## src/rtl/uart_rx_to_axis.sv

```systemverilog
// UART receiver that deserialises the RX line into words and emits each one as a single-beat AXI-Stream transfer.
// Frame format matches the AXIS-to-UART transmitter so the two blocks loop back directly.
module uart_rx_to_axis #(
    parameter int CLK_FREQ      = 100,
    parameter int BIT_RATE      = 115200,
    parameter int BIT_PER_WORD  = 8,
    parameter int PARITY_BIT    = 0,
    parameter int STOP_BITS_NUM = 1
) (
    input  logic                    aclk,
    input  logic                    areset,
    input  logic                    rx,
    output logic [BIT_PER_WORD-1:0] m_axis_tdata,
    output logic                    m_axis_tvalid,
    input  logic                    m_axis_tready,
    output logic [1:0]              m_axis_tuser,
    output logic                    overrun_err
);

    localparam int CYCLES = (CLK_FREQ * 1_000_000) / BIT_RATE;
    localparam int HALF   = CYCLES / 2;
    localparam int CNT_W  = (CYCLES > 2) ? $clog2(CYCLES) : 1;
    localparam int IDX_W  = $clog2(BIT_PER_WORD);

    localparam logic [CNT_W-1:0] CNT_LAST = CNT_W'(CYCLES - 1);
    localparam logic [CNT_W-1:0] CNT_HALF = CNT_W'(HALF - 1);
    localparam logic [IDX_W-1:0] IDX_LAST = IDX_W'(BIT_PER_WORD - 1);

    typedef enum logic [2:0] {IDLE, START, DATA, PARITY, STOP1, STOP2} state_t;

    state_t                  state_q, state_d;
    logic [CNT_W-1:0]        cnt_q, cnt_d;
    logic [IDX_W-1:0]        bitIdx_q, bitIdx_d;
    logic [BIT_PER_WORD-1:0] shift_q, shift_d;
    logic                    parErr_q, parErr_d;
    logic                    frmErr_q, frmErr_d;
    logic                    rxMeta_q, rxSync_q;
    logic                    frameDone;
    logic                    parCalc;

    logic [BIT_PER_WORD-1:0] tdata_q;
    logic [1:0]              tuser_q;
    logic                    tvalid_q;
    logic                    overrun_q;

    // Synchroniser idles high so a reset never looks like a start bit.
    always_ff @(posedge aclk) begin
        if (areset) begin
            rxMeta_q <= 1'b1;
            rxSync_q <= 1'b1;
        end else begin
            rxMeta_q <= rx;
            rxSync_q <= rxMeta_q;
        end
    end

    always_ff @(posedge aclk) begin
        if (areset) begin
            state_q  <= IDLE;
            cnt_q    <= '0;
            bitIdx_q <= '0;
            shift_q  <= '0;
            parErr_q <= 1'b0;
            frmErr_q <= 1'b0;
        end else begin
            state_q  <= state_d;
            cnt_q    <= cnt_d;
            bitIdx_q <= bitIdx_d;
            shift_q  <= shift_d;
            parErr_q <= parErr_d;
            frmErr_q <= frmErr_d;
        end
    end

    assign parCalc = (^shift_q) ^ rxSync_q;

    always_comb begin
        state_d   = state_q;
        cnt_d     = cnt_q + CNT_W'(1);
        bitIdx_d  = bitIdx_q;
        shift_d   = shift_q;
        parErr_d  = parErr_q;
        frmErr_d  = frmErr_q;
        frameDone = 1'b0;
        case (state_q)
            IDLE: begin
                cnt_d = '0;
                if (!rxSync_q) begin
                    state_d  = START;
                    bitIdx_d = '0;
                    parErr_d = 1'b0;
                    frmErr_d = 1'b0;
                end
            end
            START: begin
                if (cnt_q == CNT_HALF) begin
                    cnt_d   = '0;
                    state_d = rxSync_q ? IDLE : DATA;
                end
            end
            DATA: begin
                // Shifting in from the top leaves the first (LSB) bit at index 0 once the word is full.
                if (cnt_q == CNT_LAST) begin
                    cnt_d    = '0;
                    shift_d  = {rxSync_q, shift_q[BIT_PER_WORD-1:1]};
                    bitIdx_d = bitIdx_q + IDX_W'(1);
                    if (bitIdx_q == IDX_LAST) begin
                        state_d = (PARITY_BIT != 0) ? PARITY : STOP1;
                    end
                end
            end
            PARITY: begin
                if (cnt_q == CNT_LAST) begin
                    cnt_d    = '0;
                    parErr_d = (PARITY_BIT == 1) ? ~parCalc : parCalc;
                    state_d  = STOP1;
                end
            end
            STOP1: begin
                if (cnt_q == CNT_LAST) begin
                    cnt_d = '0;
                    if (!rxSync_q) begin
                        frmErr_d = 1'b1;
                    end
                    if (STOP_BITS_NUM == 2) begin
                        state_d = STOP2;
                    end else begin
                        state_d   = IDLE;
                        frameDone = 1'b1;
                    end
                end
            end
            STOP2: begin
                if (cnt_q == CNT_LAST) begin
                    cnt_d = '0;
                    if (!rxSync_q) begin
                        frmErr_d = 1'b1;
                    end
                    state_d   = IDLE;
                    frameDone = 1'b1;
                end
            end
            default: begin
                state_d = IDLE;
                cnt_d   = '0;
            end
        endcase
    end

    // A finished word is dropped only when the held word is still stalled.
    always_ff @(posedge aclk) begin
        if (areset) begin
            tdata_q   <= '0;
            tuser_q   <= '0;
            tvalid_q  <= 1'b0;
            overrun_q <= 1'b0;
        end else begin
            overrun_q <= 1'b0;
            if (tvalid_q && m_axis_tready) begin
                tvalid_q <= 1'b0;
            end
            if (frameDone) begin
                if (tvalid_q && !m_axis_tready) begin
                    overrun_q <= 1'b1;
                end else begin
                    tdata_q  <= shift_q;
                    tuser_q  <= {frmErr_d, parErr_q};
                    tvalid_q <= 1'b1;
                end
            end
        end
    end

    assign m_axis_tdata  = tdata_q;
    assign m_axis_tuser  = tuser_q;
    assign m_axis_tvalid = tvalid_q;
    assign overrun_err   = overrun_q;

endmodule
```

## config.mk

```make
export PLATFORM = sky130hd
export DESIGN_NAME = uart_rx_to_axis
export DESIGN_NICKNAME = d
export VERILOG_FILES = /design/src/rtl/uart_rx_to_axis.sv
export SDC_FILE = /design/constraint.sdc
export NUM_CORES = 1
export LEC_CHECK = 0
export ABC_AREA = 0
export CORE_MARGIN = 4
export CORE_UTILIZATION = 56
export CTS_CLUSTER_SIZE = 24
export DETAILED_ROUTE_END_ITERATION = 6
export PLACE_DENSITY = 0.84
export SYNTH_ARGS = -nofsm -noshare
export SYNTH_HDL_FRONTEND = slang
export SYNTH_SLANG_ARGS = --single-unit
```

## constraint.sdc

```tcl
create_clock -name aclk -period 1.9 [get_ports aclk]
set_input_delay 0.57 -clock aclk [delete_from_list [all_inputs] [get_ports aclk]]
set_output_delay 0.57 -clock aclk [all_outputs]
set_load 0.1 [all_outputs]
```

==> results.toml, run 1 <==
[cells_and_area]
layout_common_cells = "dfxtp_1 (40), nor2_1 (20), a21oi_1 (17), nand3_1 (14), buf_12 (13)"
final_cells = 253
insertedDiodeCount = 0
syn_to_final_growth_pct = 22.7
drive_gt1_share_pct = 20.6
finalNetCount = 216
mostFrequentLayoutCell = "dfxtp_1"

[critical_path]
cp.required_ns = 2.20
worstPathCellList = "ha_1, and4bb_4, a31oi_4, or4_1, a21oi_1"
cp-end-kind = "register"
worst-endpoint-arrival_ns = 2.10
max_stage_delay_ns = 0.51
worstSetupStartpointType = "register"
crit_path_max_fanout = 5
path_class = "register to register"
cp_slowest_cell = "or4_1"

[placed_design]
hpwl_um = 2740
dp_cells = 244
place_congestion = 0.827
numPortBuffers = 15

[timing]
max_freq_ghz = 0.553
tightestPinTransition_ns = 0.406
finalHoldViolations = 0
rsz0062_at_grt = "false"
finalCritPeriodShare_pct = 95.1
relSlewSlack_pct = 72.9
finalSetupViolCount = 0
setup_tns_ns = 0
final.min_clock_period_ns = 1.81
fin_skew_ns = 0.00840
drv_slew = 0

[min_path]
hold_path_class = "register to register"

[global_route]
first_global_vias = 1438
grt_usage_pct = 20.4
grt_pass1_wl_um = 6600
overflow = 0
antenna_found_initial = 0
grt_max_degree = 27

[detailed_routing]
routed-via-count = 1437
ant_nets = 0
drt-total-wl_um = 3710
drc_errors = 0
wl_per_cell_um = 14.6
via_per_inst = 5.68
first_pass_iters = 4
drtIter0Drc = 109

[yosys]
synth_ff_type = "dfxtp_1"
syn_area_mm2 = 0.00181
synth_edf_count = 0
yosysUniqueCellTypes = 41
syn_inst = 188
yosysWarnings = 0
syn-num-nets = 196
synth_seq_cells = 40
yosysSeqAreaShare_pct = 44.2
async_reset_ff_share_pct = 0
syn_avg_cell_area_um2 = 9.64

[clock_tree]
h-tree-depth = 2
clock_latency_ns = 0.36
tritoncts = "done"
cts.clk_slew.worst_paths_ns = 0.11
clock_sinks = 40
clk_path_buf_depth = 2
cts_buffers = 5
cts-root-buf = "clkbuf_4"

[job]
max-cap-violations = 0

[pwr]
p_leak_nw = 0.848
ir_worst_vdd_uv = 510
powerDensity_mw_per_mm2 = 648

[floorplan]
die_w_um = 64.9
pin_count = 16
rows = 20
dieArea_mm2 = 0.00421
die_h_um = 64.9
core_area_mm2 = 0.00308
start_util_pct = 58.9

[outcome]
status = "finished, final reports clean"
## worst paths after layout
check | startpoint | end | slack [ns] | depth (start not counted)
max reg2reg | cnt_q[0]$_SDFF_PP0_ | state_q[2]$_SDFFE_PP0P_ | 0.09 | 5
min | rxMeta_q$_SDFF_PP1_ | rxSync_q$_SDFF_PP1_ | 0.43 | 1
min reg2reg | rxMeta_q$_SDFF_PP1_ | rxSync_q$_SDFF_PP1_ | 0.43 | 1
max | cnt_q[0]$_SDFF_PP0_ | state_q[2]$_SDFFE_PP0P_ | 0.09 | 5
## metal layers
| layer | routed length (µm) | share of wire (%) | GRT usage (%) |
|---|---|---|---|
| met2 | 1830 | 49 | 32.7 |
| met3 | 186 | 5.0 | 7.11 |
| met1 | 1630 | 44 | 24.7 |
| met5 | 0 | 0 | 0 |
| met4 | 60 | 1.6 | 8.71 |
## flip-flops by register name (all words and copies together), names as in the netlist
signal	flops
bitIdx_q	3
cnt_q	10
frmErr_q	1
m_axis_tdata	8
m_axis_tuser	2
m_axis_tvalid	1
overrun_err	1
parErr_q	1
rxMeta_q	1
rxSync_q	1
shift_q	8
state_q	3
## critical path, delay by kind of cell, from the launching register on
family / cells / cell delay (ns)
AOI/OAI and AO/OA: 2 / 0.28
DFF: 1 / 0.42
and+or+nand+nor: 2 / 0.82
adders and majority gates: 1 / 0.24
## power breakdown
part,internal [W],total (W),switching [W]
registers,0.000841,0.000843,0.00000202
clock network,0.000276,0.000558,0.000282
logic,0.0000196,0.0000394,0.0000199
## cells by family after synthesis
kind of cell	after synthesis	synth area share, %
muxes	9	5.04
xor gates and xnor gates	15	8.01
DFF	40	44.2
and+or+nand+nor	75	24.6
adders and majority gates	4	2.76
buffers and inverters	12	3.73
AOI/OAI and AO/OA	33	11.7
## Yosys cell counts, types with 2 or more instances
library cell / instances / area share [%]
dfxtp_1: 40 / 44
nor2_1: 20 / 4.1
a21oi_1: 17 / 4.7
nand3_1: 14 / 3.9
o21ai_0: 10 / 2.8
mux2i_1: 8 / 4.4
xnor2_1: 8 / 3.9
nor3_1: 6 / 1.7
xor2_1: 6 / 2.9
nand4_1: 5 / 1.7
or2_2: 5 / 1.7
clkbuf_1: 4 / 0.83
ha_1: 4 / 2.8
inv_1: 3 / 0.62
nand2_1: 3 / 0.62
nor2b_1: 3 / 1.0
a31oi_4: 2 / 2.3
and3_2: 2 / 0.83
and4_1: 2 / 0.97
buf_2: 2 / 0.55
clkbuf_8: 2 / 1.5
nor3b_1: 2 / 0.83
or4_1: 2 / 0.83
## per-stage QoR
step	hold WS [ns]	cell area, µm²	utilization (%)	setup slack, ns	total power, W
finish	0.430	2220	72.2	0.0932	0.00144
floorplan	0.389	1810	-	0.179	0.000885
global placement	0.392	2140	69.5	0.129	0.000899
CTS	0.424	2210	72.0	0.0727	0.00145
global route	0.453	2220	72.2	0.0292	0.00150
detailed placement	0.395	2140	69.5	0.0988	0.000901
## layout make-up
| type | instances | area, µm² |
|---|---|---|
| clock buffers | 6 | 41.3 |
| clock inverters | 2 | 35.0 |
| fillers | 213 | 856 |
| inverters | 3 | 11.3 |
| multi-input cells | 136 | 943 |
| flip-flops and latches | 40 | 801 |
| well taps | 44 | 55.1 |
| repair buffers | 22 | 335 |
## repair_timing
action	CTS	global route
endpoints found under the setup margin	0	7
hold buffers	0	0
resized for setup	0	0
setup buffers	0	1
Note: power is estimated with default switching activity, not from simulation.
==> inputs of run 2 (changes only) <==
Settings changed: CELL_PAD_IN_SITES_DETAIL_PLACEMENT set to 0, CELL_PAD_IN_SITES_GLOBAL_PLACEMENT set to 1, CORE_UTILIZATION 56 to 44, CTS_CLUSTER_DIAMETER set to 50.
==> results.toml, run 2 (synthesized netlist as in run 1, its figures left out) <==
[floorplan]
rows = 23
start_util_pct = 45.3
dieArea_mm2 = 0.00521
die_w_um = 72.2
die_h_um = 72.2
pin_count = 16
core_area_mm2 = 0.00400

[cells_and_area]
nFillCells = 345
layout_common_cells = "dfxtp_1 (39), nor2_1 (20), a21oi_1 (17), nand3_1 (14), buf_12 (12)"
insertedDiodeCount = 0
syn_to_final_growth_pct = 26.3
largest_register = "cnt_q"
drive_gt1_share_pct = 22.4
largest_reg_flops = 10
finalNetCount = 218
mostFrequentLayoutCell = "dfxtp_1"

[critical_path]
worstSetupStartpointType = "register"
cp-end-kind = "register"
r2r_cells = 5
worst-endpoint-arrival_ns = 2.00
crit_path_max_fanout = 5
path_class = "register to register"
cp.required_ns = 2.12

[clock_tree]
clk_path_buf_depth = 2
cts-root-buf = "clkbuf_8"
hold_buffers = 0
h-tree-depth = 2
cts_buffers = 5
cts.clk_slew.worst_paths_ns = 0.08
clock_latency_ns = 0.28
tritoncts = "done"
clock_sinks = 40

[global_route]
grt_max_degree = 16
grt_pass1_wl_um = 6290
overflow = 0
antenna_found_initial = 0
grt_usage_pct = 15.3
first_global_vias = 1386

[timing]
rsz0062_at_grt = "false"
finalCritPeriodShare_pct = 94.0
fin_ws_ns = 0.115
final.min_clock_period_ns = 1.79
fin_skew_ns = 0.00879
drv_slew = 0
tightestPinTransition_ns = 0.421
finalSetupViolCount = 0
max_freq_ghz = 0.560
relSlewSlack_pct = 71.9
finalHoldViolations = 0
setup_tns_ns = 0

[job]
max-cap-violations = 0

[detailed_routing]
drt-total-wl_um = 3660
drtIter0Drc = 67
drc_errors = 0
first_pass_iters = 4
ant_nets = 0
routed-via-count = 1381
via_per_inst = 5.31
wl_per_cell_um = 14.1

[placed_design]
dpl_worst_slack_ns = 0.0944
hpwl_um = 2770
place_congestion = 0.786
numPortBuffers = 15

[pwr]
p_clk_share_pct = 47.5
pwr-share-comb_pct = 2.1
p_sw_share_pct = 17.9
p_leak_nw = 0.871
powerDensity_mw_per_mm2 = 732
p_sw_w = 0.000301
internal-power_w = 0.00138
ir_worst_vdd_uv = 543
pwr-share-seq_pct = 50.3

[outcome]
status = "finished, final reports clean"

[min_path]
whs_path_depth = 1
hold_path_class = "register to register"
==> run 2: worst max-delay path: stages, from the launching register on <==
cell and delay [ns]:
dfxtp_1 0.38, ha_2 0.22, and4bb_4 0.29, a31oi_4 0.13, or4_1 0.54, a21oi_1 0.15
==> run 2: area by class of cell <==
type	count	area, µm²	share of cell area, %
flip-flops and latches	40	802	35.0
multi-input cells	136	946	41.3
clock inverters	2	60.1	2.62
clock buffers	5	68.8	3.01
well taps	50	62.6	2.73
repair buffers	24	338	14.8
inverters	3	11.3	0.492
==> run 2: routing by layer <==
layer / part of all wire [%] / GRT usage [%] / vias to the layer above / wire [µm]
met4: 0.79 / 4.38 / 0 / 29
met3: 2.9 / 3.74 / 2 / 108
li1: - / - / 704 / -
met1: 44 / 17.7 / 648 / 1620
met5: 0 / 0 / - / 0
met2: 52 / 27.7 / 27 / 1900
==> run 2: path summary, 6_finish.rpt <==
kind	slack, ns	to	start
setup reg to reg	0.11	state_q[2]$_SDFFE_PP0P_	cnt_q[1]$_SDFF_PP0_
hold reg to reg	0.42	rxSync_q$_SDFF_PP1_	rxMeta_q$_SDFF_PP1_
setup / recovery	0.11	state_q[2]$_SDFFE_PP0P_	cnt_q[1]$_SDFF_PP0_
hold / removal	0.42	rxSync_q$_SDFF_PP1_	rxMeta_q$_SDFF_PP1_
==> run 2: power by group through the flow <==
| stage | Sequential (W) | Combinational, W | Clock (W) |
|---|---|---|---|
| 3_5_place_dp | 0.000863 | 0.0000360 | 0 |
| 5_1_grt | 0.000844 | 0.0000391 | 0.000850 |
| 4_1_cts | 0.000843 | 0.0000361 | 0.000813 |
| 2_1_floorplan | 0.000862 | 0.0000237 | 0 |
| 6_report | 0.000843 | 0.0000359 | 0.000797 |
| 3_3_place_gp | 0.000863 | 0.0000350 | 0 |
==> run 2: stage by stage <==
step	instances	total power, W	util, %	hold WS [ns]	cell area (µm²)
floorplan	188	0.000885	-	0.389	1810
global placement	251	0.000898	53.5	0.393	2140
detailed placement	251	0.000899	53.5	0.398	2140
CTS	258	0.00169	56.7	0.416	2270
global route	260	0.00173	57.2	0.427	2290
finish	260	0.00168	57.2	0.417	2290
==> run 2: what timing repair did <==
item,CTS,global route
gates resized for setup,0,2
endpoints found under the setup margin,0,12
setup buffers,0,2
==> inputs of run 3 (changes only) <==
Settings changed: CORE_MARGIN 4 to 2.
==> results.toml, run 3 (synthesized netlist as in run 1, its figures left out) <==
[detailed_routing]
drtIter0Drc = 68
via_per_inst = 5.29
routed-via-count = 1366
first_pass_iters = 4
drt-total-wl_um = 3250
ant_nets = 0
drc_errors = 0
wl_per_cell_um = 12.6

[floorplan]
rows = 23
core_area_mm2 = 0.00397
pin_count = 16
start_util_pct = 45.6
die_h_um = 68.2
dieArea_mm2 = 0.00465
die_w_um = 68.2

[critical_path]
path_class = "register to register"
worstPathCellList = "ha_2, and4bb_4, a31oi_4, or4_1, a21oi_1"
crit_path_max_fanout = 5
cp_slowest_cell = "or4_1"
ff2ff_setup_slack_ns = 0.11
worst-endpoint-arrival_ns = 2.01
max_stage_delay_ns = 0.51
cp-end-kind = "register"
worstSetupStartpointType = "register"
cp.required_ns = 2.12

[timing]
tightestPinTransition_ns = 0.543
relSlewSlack_pct = 63.7
max_freq_ghz = 0.559
fin_skew_ns = 0.00378
finalCritPeriodShare_pct = 94.2
finalSetupViolCount = 0
final.min_clock_period_ns = 1.79
drv_slew = 0
finalHoldViolations = 0
finalHoldWorstSlack_ns = 0.419

[clock_tree]
cts_buffers = 5
cts-root-buf = "clkbuf_8"
clk_path_buf_depth = 2
clock_latency_ns = 0.29
h-tree-depth = 2
cts.clk_slew.worst_paths_ns = 0.07
clock_sinks = 40
hold_buffers = 0
tritoncts = "done"

[pwr]
power_w = 0.00140
powerDensity_mw_per_mm2 = 630
p_leak_nw = 0.838
ir_worst_vdd_uv = 306

[min_path]
hold_path_class = "register to register"

[cells_and_area]
syn_to_final_growth_pct = 22.6
layout_common_cells = "dfxtp_1 (40), nor2_1 (20), a21oi_1 (17), nand3_1 (14), buf_12 (12)"
largest_register = "cnt_q"
mostFrequentLayoutCell = "dfxtp_1"
drive_gt1_share_pct = 20.7
finalNetCount = 216
largest_reg_flops = 10
insertedDiodeCount = 0

[job]
max-cap-violations = 0

[global_route]
antenna_found_initial = 0
grt_max_degree = 15
overflow = 0
first_global_vias = 1264
grt_pass1_wl_um = 5500
grt_usage_pct = 16.2

[placed_design]
place_congestion = 0.710
numPortBuffers = 15
hpwl_um = 2470

[outcome]
status = "finished, final reports clean"
==> run 3: cell count changes in the layout (fill, tap and decap cells not counted) <==
cell       change
dfxtp_1        +1
bufinv_16      -2
dfxtp_2        -1
clkinv_2       +1
clkbuf_1       +1
buf_4          -2
==> run 3: what timing repair did <==
action,4_1_cts,5_1_grt
gates resized for setup,0,1
setup endpoints to repair,0,9
buffers inserted,0,1
==> run 3: layout make-up <==
cell class | count | area [µm²]
clock buffer | 6 | 72.6
clock inverter | 1 | 5.00
fill | 368 | 1750
inverter | 3 | 11.3
multi-input combinational | 136 | 946
sequential | 40 | 801
tap | 50 | 62.6
timing repair buffer | 22 | 323
==> run 3: where the power goes <==
part / switching, W / total (W) / internal, W / leakage, nW
clock network: 0.000270 / 0.000519 / 0.000249 / 0.0410
registers: 0.00000296 / 0.000844 / 0.000841 / 0.323
logic: 0.0000177 / 0.0000357 / 0.0000180 / 0.475
==> run 3: stage by stage <==
stage | utilization (%) | cell area [µm²] | setup TNS (ns) | std cells | setup WS, ns
finish | 55.9 | 2220 | 0 | 258 | 0.110
global route | 55.9 | 2220 | -0.00439 | 258 | -0.00233
CTS | 55.7 | 2210 | 0 | 257 | 0.101
detailed placement | 53.7 | 2130 | 0 | 250 | 0.0455
global placement | 53.7 | 2130 | 0 | 250 | 0.0887
floorplan | - | 1810 | 0 | 188 | 0.179
==> run 3: final timing paths <==
| kind | start | end | cells past startpoint |
|---|---|---|---|
| max | cnt_q[0]$_SDFF_PP0_ | state_q[2]$_SDFFE_PP0P_ | 5 |
| min | rxMeta_q$_SDFF_PP1_ | rxSync_q$_SDFF_PP1_ | 1 |
| max reg2reg | cnt_q[0]$_SDFF_PP0_ | state_q[2]$_SDFFE_PP0P_ | 5 |
| min reg2reg | rxMeta_q$_SDFF_PP1_ | rxSync_q$_SDFF_PP1_ | 1 |
==> run 3: per-layer routing <==
layer | share of wire (%) | track usage [%]
met1 | 45 | 17.8
met2 | 50 | 27.9
met3 | 3.3 | 4.93
met4 | 2.2 | 8.25
met5 | 0 | 0
==> run 3: worst max-delay path: cells and delay by family (launching register included) <==
family                     cells  cell delay, ns
DFF                            1            0.40
AOI/OAI and AO/OA              2            0.28
adders and majority gates      1            0.24
and+or+nand+nor                2            0.80
